--- src/rtl/rf_am_modulator.sv ---
// Negative-AM RF output stage: maps csync/video to carrier amplitude codes, renders the
// amplitude with a first-order sigma-delta and gates a square-wave NCO carrier with it.
module rf_am_modulator #(
    parameter int unsigned PHASE_W     = 16,
    parameter int unsigned PHASE_INC   = 16384,
    parameter logic [7:0]  LVL_SYNC    = 8'd255,
    parameter logic [7:0]  LVL_BLACK   = 8'd192,
    parameter logic [7:0]  LVL_WHITE   = 8'd32,
    parameter int unsigned WDOG_CYCLES = 2048
) (
    input  logic       i_clk,
    input  logic       i_rst,
    input  logic       i_video,
    input  logic       i_csync,
    input  logic       i_enable,
    output logic [7:0] o_level,
    output logic       o_no_sync,
    output logic       o_rf_out
);

    localparam int unsigned CNT_W = $clog2(WDOG_CYCLES + 1);
    localparam logic [CNT_W-1:0] CNT_MAX = CNT_W'(WDOG_CYCLES);
    localparam logic [PHASE_W-1:0] INC = PHASE_W'(PHASE_INC);

    logic               r_video;
    logic               r_csync;
    logic               r_csyncD;
    logic [CNT_W-1:0]   r_wdogCnt;
    logic               r_noSync;
    logic [7:0]         r_level;
    logic [7:0]         r_acc;
    logic               r_pdm;
    logic [PHASE_W-1:0] r_phase;
    logic               r_rfOut;

    logic               w_edge;
    logic               w_cntSat;
    logic [8:0]         w_sum;
    logic               w_carrier;

    assign w_edge    = (r_csync != r_csyncD);
    assign w_cntSat  = (r_wdogCnt == CNT_MAX);
    assign w_sum     = {1'b0, r_acc} + {1'b0, r_level};
    assign w_carrier = r_phase[PHASE_W-1];

    always_ff @(posedge i_clk or posedge i_rst) begin
        if (i_rst) begin
            r_video  <= 1'b0;
            r_csync  <= 1'b0;
            r_csyncD <= 1'b0;
        end else begin
            r_video  <= i_video;
            r_csync  <= i_csync;
            r_csyncD <= r_csync;
        end
    end

    // An edge always wins over saturation, so no_sync drops the cycle after sync returns.
    always_ff @(posedge i_clk or posedge i_rst) begin
        if (i_rst) begin
            r_wdogCnt <= '0;
            r_noSync  <= 1'b0;
        end else begin
            if (w_edge) begin
                r_wdogCnt <= '0;
            end else if (!w_cntSat) begin
                r_wdogCnt <= r_wdogCnt + CNT_W'(1);
            end
            r_noSync <= w_cntSat && !w_edge;
        end
    end

    always_ff @(posedge i_clk or posedge i_rst) begin
        if (i_rst) begin
            r_level <= 8'd0;
        end else if (r_noSync) begin
            r_level <= LVL_BLACK;
        end else if (!r_csync) begin
            r_level <= LVL_SYNC;
        end else if (r_video) begin
            r_level <= LVL_WHITE;
        end else begin
            r_level <= LVL_BLACK;
        end
    end

    // Disabling clears the carrier phase and modulator so a re-enable starts deterministically.
    always_ff @(posedge i_clk or posedge i_rst) begin
        if (i_rst) begin
            r_acc   <= 8'd0;
            r_pdm   <= 1'b0;
            r_phase <= '0;
            r_rfOut <= 1'b0;
        end else if (!i_enable) begin
            r_acc   <= 8'd0;
            r_pdm   <= 1'b0;
            r_phase <= '0;
            r_rfOut <= 1'b0;
        end else begin
            r_acc   <= w_sum[7:0];
            r_pdm   <= w_sum[8];
            r_phase <= r_phase + INC;
            r_rfOut <= w_carrier & r_pdm;
        end
    end

    assign o_level   = r_level;
    assign o_no_sync = r_noSync;
    assign o_rf_out  = r_rfOut;

endmodule
--- config.mk ---
export PLATFORM = sky130hd
export DESIGN_NAME = rf_am_modulator
export DESIGN_NICKNAME = d
export VERILOG_FILES = /design/src/rtl/rf_am_modulator.sv
export SDC_FILE = /design/constraint.sdc
export NUM_CORES = 1
export LEC_CHECK = 0
export CAP_MARGIN = 20
export CORE_ASPECT_RATIO = 1.1
export CORE_MARGIN = 1.5
export CORE_UTILIZATION = 50
export DETAILED_ROUTE_END_ITERATION = 6
export GPL_ROUTABILITY_DRIVEN = 0
export MAX_ROUTING_LAYER = met4
export PLACE_DENSITY = 0.82
export SLEW_MARGIN = 20
export SYNTH_ARGS = -nofsm -noshare
export SYNTH_HDL_FRONTEND = slang
export SYNTH_SLANG_ARGS = --single-unit
--- constraint.sdc ---
create_clock -name i_clk -period 4.1 [get_ports i_clk]
set_clock_uncertainty 0.1 [all_clocks]
set_input_delay 0.82 -clock i_clk [delete_from_list [all_inputs] [get_ports i_clk]]
set_output_delay 0.82 -clock i_clk [all_outputs]
set_load 0.02 [all_outputs]
==> impl_metrics.csv <==
group,metric,value,unit
finish,drive_gt1_frac,0.0617,
sta,timing.fmax,400,MHz
placed_design,hpwl,2.02,mm
power,p_clk_frac,0.295,
status,status,"finished, final reports clean",
route,drc_errors,0,
finish,nets,177,
setup_path,cpLargestDelayFamily,"buffers and inverters",
setup_path,critPathBufInv,1,
clock_tree,clk-insertion-delay-late,0.33,ns
logic_synthesis,synth_area_per_cell,10.6,um^2
global_route,grt_usage,0.188,
sta,setup_viol,0,
floorplanning,initial_core_util,0.520,
setup_path,setup.worst_path.start_class,"flip-flop",
global_route,grt_start_max_net_pins,32,
route,wl_per_cell,13.8,um
setup_path,crit_chain,"clkdlybuf4s50_1",
sta,worst_pin_slew,0.917,ns
floorplanning,core-area,3000,um^2
logic_synthesis,ys.flop_type,"dfrtp_1",
clock_tree,cts_resized,0,
setup_path,worst_setup_path_end_kind,"output pin",
finish,seq_area,776,um^2
finish,n_antenna_cell,0,
clock_tree,htree_levels,2,
finish,nFillCells,269,
finish,multi_input_area,721,um^2
logic_synthesis,synthArstFlopShare,1.00,
logic_synthesis,synth_seq_cells,31,
job,drv_cap,0,
route,ant_nets,0,
finish,mostFrequentLayoutCell,"dfrtp_1",
clock_tree,cts_tree,"yes",
clock_tree,clock-sinks,31,
sta,rsz0062_at_grt,"false",
setup_path,cp_max_fo,11,
clock_tree,post_cts_buffers,0,
logic_synthesis,synth_area,1560,um^2
logic_synthesis,syn_inst,147,
power,combPwrFrac,0.268,
clock_tree,cts_buffers,5,
setup_path,crit_arrival,1.58,ns
logic_synthesis,yosysWarningCount,0,
global_route,grt_pass1_wl,4.64,mm
route,vias,1085,
route,drt_first_pass_iters,4,
floorplanning,die_x,56.2,um
placed_design,numPortBuffers,14,
floorplanning,die_h,61.5,um
power,netSwitchingPower,244,uW
sta,tns,0,ns
route,routed_wl,2.70,mm
logic_synthesis,seq_area_frac_synth,0.498,
logic_synthesis,synth_top_area_cell,"dfrtp_1",
setup_path,crit_required,3.18,ns
setup_path,crit_slowest_cell,"clkdlybuf4s50_1",
logic_synthesis,ys_types,38,
power,leakage,0.827,nW
power,p_total,831,uW
power,vdd_drop_max,323,uV
sta,post-route-period-util,0.610,
finish,area_growth,14.3,%
power,swShare,0.293,
power,pwr_density_cell,467,nW/um^2
global_route,grt_antenna_before_repair,0,
logic_synthesis,synth_top_cells_by_area,"dfrtp_1 50%, ha_1 8.0%, xor2_1 5.1%",
finish,final_cell_mix,"31 x dfrtp_1, 20 x nor2_1, 14 x clkdlybuf4s50_1, 10 x ha_1",
global_route,grt_pass1_vias,1042,
logic_synthesis,syn-num-nets,163,
floorplanning,row_count,21,
hold_path,hold_path.class,"flip-flop to flip-flop",
logic_synthesis,synth-edff-count,0,
clock_tree,cts_hold_buf,0,
route,vias_per_cell,5.54,
sta,drv_slew,0,
power,seq_power_share,0.437,
sta,slew_headroom,0.387,
floorplanning,die_area,3460,um^2
setup_path,critPathKind,"flip-flop to output pin",
clock_tree,cts_root_buffer,"clkbuf_4",
route,drt_iter0_markers,50,
floorplanning,io_pins,15,
clock_tree,path_clk_slew,0.10,ns
power,p_int,587,uW
setup_path,critPathMaxStageDelay,0.68,ns
logic_synthesis,synth_top_area_frac,0.498,
sta,period_minus_slack,2.50,ns
sta,hold_viol,0,
clock_tree,cts.path.max_buffers,2,
global_route,grt-ovfl-total,0,
## area by class of cell
type,instances,share of cell area
Clock buffer,6,0.0288
Clock inverter,2,0.0197
Inverter,4,0.00843
Multi-Input combinational cell,105,0.405
Sequential cell,31,0.436
Tap cell,34,0.0239
Timing Repair Buffer,14,0.0787
## worst paths after layout
kind / startpoint / depth (start not counted) / end / slack, ns
min in group asynchronous: i_rst / 2 / r_pdm / 0.78
worst max-delay path: o_level[4] / 1 / o_level[1] / 1.60
worst min register to register: r_phase[14] / 1 / r_phase[14] / 0.36
worst min-delay path: r_phase[14] / 1 / r_phase[14] / 0.36
worst max register to register: o_level[4] / 6 / r_pdm / 1.86
max in group asynchronous: i_rst / 2 / r_wdogCnt[1] / 2.71
## registers in the layout, indices dropped and copies added (netlist names), 2 cells and up
signal / flops
r_wdogCnt: 12
r_acc: 8
o_level: 3
r_phase: 2
## through the flow
step           setup slack [ns]  utilization  area (um^2)  hold slack (ns)  std cells
6_report                   1.60        0.594         1780            0.356        196
3_5_place_dp               1.76        0.566         1690            0.349        188
3_3_place_gp               1.85        0.566         1690            0.334        188
4_1_cts                    1.56        0.594         1780            0.362        196
2_1_floorplan              1.95            -         1560            0.322        147
5_1_grt                    1.48        0.594         1780            0.379        196
## cell usage after synthesis, types with 2 or more instances
master / count
o21ai_0: 9
xnor2_1: 3
nand3b_1: 3
nand2_1: 4
buf_4: 5
a21oi_1: 4
ha_1: 10
a21o_1: 2
mux2i_1: 2
a211oi_1: 4
nor3_1: 3
and2_1: 4
xor2_1: 9
inv_1: 4
and3_1: 2
dfrtp_1: 31
nand3_1: 4
nor2_1: 20
nand4_1: 5
## layer usage
| layer | share of wire | global-route usage |
|---|---|---|
| met1 | 0.43 | 0.209 |
| met5 | 0 | - |
| met3 | 0.033 | 0.0630 |
| met4 | 0.017 | 0.0850 |
| met2 | 0.52 | 0.313 |
## worst register-to-register path: cells and delay by family (launching register included)
family                     cells  cell delay (ns)
AOI/OAI and AO/OA              4             0.77
adders and majority gates      2             0.75
DFF                            1             0.52
## kinds of logic (layout without fill, tap and decap cells)
group,Yosys count,in the layout,synth area share
adder cells (fa/ha/maj),11,11,0.0932
multiplexers,2,2,0.0129
XOR/XNOR,12,12,0.0675
buffers and inverters,11,26,0.0394
AO/OA/AOI/OAI,26,26,0.108
AND/OR/NAND/NOR,54,54,0.182
flip-flops,31,31,0.498
## power by group through the flow
stage	combinational (mW)	clock, mW	sequential (mW)
3_3_place_gp	0.206	0	0.369
3_5_place_dp	0.223	0	0.370
6_report	0.222	0.245	0.363
5_1_grt	0.252	0.264	0.370
4_1_cts	0.223	0.253	0.364
2_1_floorplan	0.170	0	0.366
No activity file was read; power rests on OpenSTA's default activity.
